File: src/rtl/game_hand_engine.sv
// Multi-hand card-total engine: each hand draws until it stands, busts or is forced to stand.
// Optional build macro GAME_SOFT17_HIT_EN: a soft total equal to STAND_AT keeps drawing.
module game_hand_engine #(
    parameter int NUM_HANDS = 2,
    parameter int STAND_AT  = 17,
    parameter int HSEL_W    = 1
) (
    input  logic                     clock,
    input  logic                     new_Game,
    input  logic                     card_valid,
    input  logic [HSEL_W-1:0]        card_hand,
    input  logic [3:0]               card_value,
    output logic                     card_ready,
    input  logic [NUM_HANDS-1:0]     stand_req,
    output logic [NUM_HANDS*6-1:0]   hand_total,
    output logic [NUM_HANDS-1:0]     hand_soft,
    output logic [NUM_HANDS-1:0]     hand_done,
    output logic [NUM_HANDS-1:0]     hand_bust,
    output logic                     all_done,
    output logic                     card_err
);

    typedef enum logic [1:0] {DRAW, STAND, BUST} handState_t;

    localparam logic [6:0] STAND_AT_W = 7'(STAND_AT);
    localparam logic [6:0] LIMIT      = 7'd21;

    handState_t           state      [NUM_HANDS];
    handState_t           nextState  [NUM_HANDS];
    logic [5:0]           total      [NUM_HANDS];
    logic [5:0]           nextTotal  [NUM_HANDS];
    logic [3:0]           softCnt    [NUM_HANDS];
    logic [3:0]           nextSoft   [NUM_HANDS];
    logic [6:0]           sum        [NUM_HANDS];
    logic [3:0]           softAdj    [NUM_HANDS];
    logic [NUM_HANDS-1:0] reachStand;
    logic [NUM_HANDS-1:0] handSel;
    logic [NUM_HANDS-1:0] drawMask;
    logic                 cardLegal;
    logic                 cardTake;

    // Only indices below NUM_HANDS can match, so out-of-range selects are never ready.
    always_comb begin
        handSel  = '0;
        drawMask = '0;
        for (int i = 0; i < NUM_HANDS; i++) begin
            handSel[i]  = (card_hand == HSEL_W'(i));
            drawMask[i] = (state[i] == DRAW);
        end
        card_ready = !new_Game && |(handSel & drawMask);
    end

    assign cardLegal = (card_value >= 4'd2) && (card_value <= 4'd11);
    assign cardTake  = card_valid && card_ready;

    // NOTE: every combinational output gets a default before any branch so no latch is inferred.
    always_comb begin
        for (int i = 0; i < NUM_HANDS; i++) begin
            nextState[i]  = state[i];
            nextTotal[i]  = total[i];
            nextSoft[i]   = softCnt[i];
            sum[i]        = {1'b0, total[i]};
            softAdj[i]    = softCnt[i];
            reachStand[i] = 1'b0;
            if (state[i] == DRAW) begin
                if (cardTake && handSel[i] && cardLegal) begin
                    sum[i] = {1'b0, total[i]} + {3'b0, card_value};
                    if (card_value == 4'd11)
                        softAdj[i] = softCnt[i] + 4'd1;
                    // One demotion per card is enough: the pre-card total is at most 20.
                    if (sum[i] > LIMIT && softAdj[i] != 4'd0) begin
                        sum[i]     = sum[i] - 7'd10;
                        softAdj[i] = softAdj[i] - 4'd1;
                    end
                    nextTotal[i] = sum[i][5:0];
                    nextSoft[i]  = softAdj[i];
                end
`ifdef GAME_SOFT17_HIT_EN
                reachStand[i] = (sum[i] >= STAND_AT_W) &&
                                !(sum[i] == STAND_AT_W && softAdj[i] != 4'd0);
`else
                reachStand[i] = (sum[i] >= STAND_AT_W);
`endif
                if (sum[i] > LIMIT)
                    nextState[i] = BUST;
                else if (stand_req[i] || reachStand[i])
                    nextState[i] = STAND;
            end
        end
    end

    // NOTE: the per-hand state arrays are ordinary flops, so every element is reset explicitly.
    always_ff @(posedge clock or posedge new_Game) begin
        if (new_Game) begin
            for (int i = 0; i < NUM_HANDS; i++) begin
                state[i]   <= DRAW;
                total[i]   <= '0;
                softCnt[i] <= '0;
            end
            card_err <= 1'b0;
        end else begin
            // NOTE: sequential state uses non-blocking assignments so all flops update together.
            for (int i = 0; i < NUM_HANDS; i++) begin
                state[i]   <= nextState[i];
                total[i]   <= nextTotal[i];
                softCnt[i] <= nextSoft[i];
            end
            if (cardTake && !cardLegal)
                card_err <= 1'b1;
        end
    end

    always_comb begin
        for (int i = 0; i < NUM_HANDS; i++) begin
            hand_total[6*i +: 6] = total[i];
            hand_soft[i]         = (softCnt[i] != 4'd0);
            hand_done[i]         = (state[i] != DRAW);
            hand_bust[i]         = (state[i] == BUST);
        end
    end

    assign all_done = &hand_done;

endmodule

File: config.mk
export PLATFORM = sky130hd
export DESIGN_NAME = game_hand_engine
export DESIGN_NICKNAME = d
export VERILOG_FILES = /design/src/rtl/game_hand_engine.sv
export SDC_FILE = /design/constraint.sdc
export NUM_CORES = 1
export LEC_CHECK = 0
export ABC_CLOCK_PERIOD_IN_PS = 3700
export BUFFER_PORTS_ARGS = -buffer_cell sky130_fd_sc_hd__clkbuf_2
export CAP_MARGIN = 20
export CORE_MARGIN = 2
export CORE_UTILIZATION = 55
export DETAILED_ROUTE_END_ITERATION = 16
export GPL_TIMING_DRIVEN = 0
export MAX_ROUTING_LAYER = met4
export PLACE_DENSITY = 0.76
export SLEW_MARGIN = 20
export SYNTH_ARGS = -nofsm -noshare
export SYNTH_HDL_FRONTEND = slang
export SYNTH_SLANG_ARGS = --single-unit
export TNS_END_PERCENT = 100
File: constraint.sdc
create_clock -name clock -period 3.7 [get_ports clock]
set_input_delay 0.37 -clock clock [delete_from_list [all_inputs] [get_ports clock]]
set_output_delay 0.37 -clock clock [all_outputs]
set_load 0.005 [all_outputs]
==> impl_metrics.sql <==
INSERT INTO impl_metrics (metric_group, metric, value, unit) VALUES
('sta', 'number_of_max_slew_violations_in_the_final_report', '0', ''),
('logic_synthesis', 'synthCells', '296', ''),
('sta', 'timing.hold.ws', '195', 'ps'),
('logic_synthesis', 'synth-simple-area-share', '0.223', ''),
('run_status', 'run_status', 'complete, no violations', ''),
('detailed_routing', 'detail_route.first_pass.iterations', '4', ''),
('global_route', 'use_met1', '0.325', ''),
('critical_path', 'max_fo_critical_path', '6', ''),
('pwr', 'net_switching_power', '0.264', 'mW'),
('floorplanning', 'die_y', '71.1', 'um'),
('global_route', 'antenna_found_initial', '0', ''),
('logic_synthesis', 'postSynthNetCount', '328', ''),
('detailed_routing', 'vias', '2304', ''),
('cts', 'cts_hold_buffers', '0', ''),
('cts', 'cts-buffers-inserted', '3', ''),
('finish', 'final_cell_mix', 'sky130_fd_sc_hd__clkbuf_2 (30), sky130_fd_sc_hd__nand2_1 (26), sky130_fd_sc_hd__dfrtp_1 (25)', ''),
('finish', 'regArea', '626', 'sq um'),
('sta', 'post-route-period-util', '0.946', ''),
('detailed_routing', 'route.detailed.wl_per_inst', '15.3', 'um'),
('logic_synthesis', 'combinational_family_with_the_most_area_after_synthesis', 'compound AO/OA/AOI/OAI gates', ''),
('sta', 'grt_setup_unrepaired', 'false', ''),
('finish', 'final_area', '2800', 'sq um'),
('sta', 'final_hold_viols', '0', ''),
('pwr', 'finalPower', '0.741', 'mW'),
('sta', 'final_critical_path_required_period', '3500', 'ps'),
('logic_synthesis', 'dominantRegCellSynth', 'sky130_fd_sc_hd__dfrtp_1', ''),
('cts', 'worstSkewPairLatency', '270', 'ps'),
('detailed_routing', 'totalWireLength', '5930', 'um'),
('critical_path', 'crit_path_top_delay_cell', 'sky130_fd_sc_hd__fa_2', ''),
('global_route', 'first_global_vias', '2299', ''),
('critical_path', 'timing.critical_path.max_delay_family', 'adder cells', ''),
('pwr', 'power_density', '265', 'nW/um^2'),
('critical_path', 'critical_path.n_buffers_inverters', '3', ''),
('cts', 'cts_tree', 'done', ''),
('logic_synthesis', 'synth-compound-area-share', '0.253', ''),
('pwr', 'vdd.ir_drop.worst', '233', 'uV'),
('place', 'post_dp_cell_area', '2690', 'sq um'),
('critical_path', 'reg2reg_setup_slack', '200', 'ps'),
('cts', 'clk_transition_reported_paths', '90', 'ps'),
('finish', 'fillCellCount', '383', ''),
('logic_synthesis', 'synth_adder_area_share', '0.117', ''),
('cts', 'clock_path_buffers', '2', ''),
('floorplanning', 'die_width', '71.1', 'um'),
('critical_path', 'timing.critical_path.slowest_cell_delay', '610', 'ps'),
('place', 'post_placement_cell_count', '378', ''),
('pwr', 'share_clk_of_total_power', '0.219', ''),
('pwr', 'comb_power_share', '0.378', ''),
('cts', 'total_number_of_h_tree_levels', '1', ''),
('place', 'place.port_buffers', '30', ''),
('sta', 'timing.fmax', '286', 'MHz'),
('critical_path', 'timing.critical_path.to_type', 'register', ''),
('sta', 'tightest_slew', '893', 'ps'),
('sta', 'final.setup_skew', '6.51', 'ps'),
('floorplanning', 'initial_core_util', '0.569', ''),
('detailed_routing', 'via_per_inst', '5.95', ''),
('pwr', 'leakage', '1.28', 'nW'),
('pwr', 'p_int', '0.477', 'mW'),
('pwr', 'pwr-share-seq', '0.403', ''),
('run', 'drv_cap', '0', ''),
('global_route', 'grt_util_all_layers', '0.259', ''),
('finish', 'final_nets', '368', ''),
('sta', 'worst_slew_margin_rel', '0.401', ''),
('logic_synthesis', 'async_reset_ff_frac', '1.00', ''),
('place', 'hpwl', '4710', 'um'),
('finish', 'area_occupied_by_multi_input_gates', '1730', 'sq um'),
('finish', 'antenna_cells_inserted', '0', ''),
('global_route', 'grt_busiest_layer', 'met2', ''),
('finish', 'area_growth_syn_to_layout', '12.9', '%'),
('min_path', 'holdCritPathClass', 'in -> async', ''),
('finish', 'drive_gt1_frac', '0.194', ''),
('sta', 'report.final.setup_viol', '0', '');
## synth_stat cells, types with 3 or more instances
master	n	area share
sky130_fd_sc_hd__nand4_1	4	0.010
sky130_fd_sc_hd__xnor2_1	19	0.067
sky130_fd_sc_hd__and3_1	3	0.0076
sky130_fd_sc_hd__ha_1	20	0.10
sky130_fd_sc_hd__inv_1	26	0.039
sky130_fd_sc_hd__nand2_1	26	0.039
sky130_fd_sc_hd__dfrtp_1	25	0.25
sky130_fd_sc_hd__nor4_1	3	0.0076
sky130_fd_sc_hd__a21oi_1	18	0.036
sky130_fd_sc_hd__or2_2	5	0.013
sky130_fd_sc_hd__nor3_1	3	0.0061
sky130_fd_sc_hd__a31oi_1	4	0.010
sky130_fd_sc_hd__o21ai_0	11	0.022
sky130_fd_sc_hd__or3_1	9	0.023
sky130_fd_sc_hd__o31ai_1	5	0.015
sky130_fd_sc_hd__and2_1	3	0.0076
sky130_fd_sc_hd__o21a_1	3	0.0091
sky130_fd_sc_hd__a22oi_1	3	0.0091
sky130_fd_sc_hd__a31o_1	3	0.011
sky130_fd_sc_hd__a21o_1	3	0.0091
sky130_fd_sc_hd__a211oi_1	3	0.0091
sky130_fd_sc_hd__clkbuf_1	8	0.012
sky130_fd_sc_hd__nand3_1	13	0.026
sky130_fd_sc_hd__nor2b_1	3	0.0076
sky130_fd_sc_hd__nor2_1	23	0.035
## flip-flops by register name (all words and copies together), names as in the netlist
name / count
hand_total: 12
state: 4
card_err: 1
softCnt: 8
## logic make-up (layout without fill, tap and decap cells)
family                   Yosys count  after routing
AND/OR/NAND/NOR                  106            106
AO/OA/AOI/OAI                     82             82
buffers and inverters             36             75
flip-flops                        25             25
adder cells (fa/ha/maj)           22             22
XOR/XNOR                          22             22
multiplexers                       3              3
## power groups by stage
stage          clock network (mW)  logic (mW)  registers (mW)
3_5_place_dp                    0       0.265           0.304
2_1_floorplan                   0       0.202           0.301
4_1_cts                     0.167       0.272           0.299
3_3_place_gp                    0       0.258           0.303
6_report                    0.162       0.280           0.299
5_1_grt                     0.181       0.317           0.301
## timing repair
item	CTS	global route
endpoints found under the setup margin	1	4
setup buffers	2	3
pin swaps	1	6
gates resized for setup	1	7
## through the flow
stage               setup slack, ps  TNS, ps
finish                          201        0
global route                   30.7        0
CTS                            95.2        0
detailed placement             -335     -411
global placement               -242     -254
floorplan                       306        0
## worst register-to-register path: stages (launching register included)
cell and delay [ps]:
sky130_fd_sc_hd__dfrtp_1 380, sky130_fd_sc_hd__ha_2 190, sky130_fd_sc_hd__inv_1 50, sky130_fd_sc_hd__fa_2 610, sky130_fd_sc_hd__inv_2 50, sky130_fd_sc_hd__ha_1 170, sky130_fd_sc_hd__a21oi_1 110, sky130_fd_sc_hd__a31o_1 160
sky130_fd_sc_hd__o2111ai_2 110, sky130_fd_sc_hd__a32oi_2 340, sky130_fd_sc_hd__nor2_1 110, sky130_fd_sc_hd__nor3b_2 200, sky130_fd_sc_hd__inv_1 80, sky130_fd_sc_hd__or3_1 300, sky130_fd_sc_hd__or3_1 310, sky130_fd_sc_hd__a31o_1 220
## cell type report
type | instances | share of cell area
plain buffers | 10 | 0.0179
clock buffers | 4 | 0.0161
inverters | 26 | 0.0349
multi-input cells | 235 | 0.617
flip-flops and latches | 25 | 0.224
well taps | 52 | 0.0233
repair buffers | 35 | 0.0671
## layer usage
layer | vias to the layer above | wire length, um
met5 | - | 0
met4 | 0 | 52
met3 | 7 | 214
met2 | 47 | 3010
met1 | 1092 | 2660
li1 | 1158 | -
## how the worst max path moves through the flow
stage	from	end	slack, ps	cells past startpoint
after floorplan	card_value[2]	state[0]	310	15
after global placement	card_value[2]	state[0]	-240	16
after detailed placement	card_value[2]	state[0]	-340	16
after CTS	hand_total[6]	state[0]	100	15
after global routing	hand_total[6]	state[0]	30	15
final	hand_total[6]	state[0]	200	15
No activity file was read; power rests on OpenSTA's default activity.
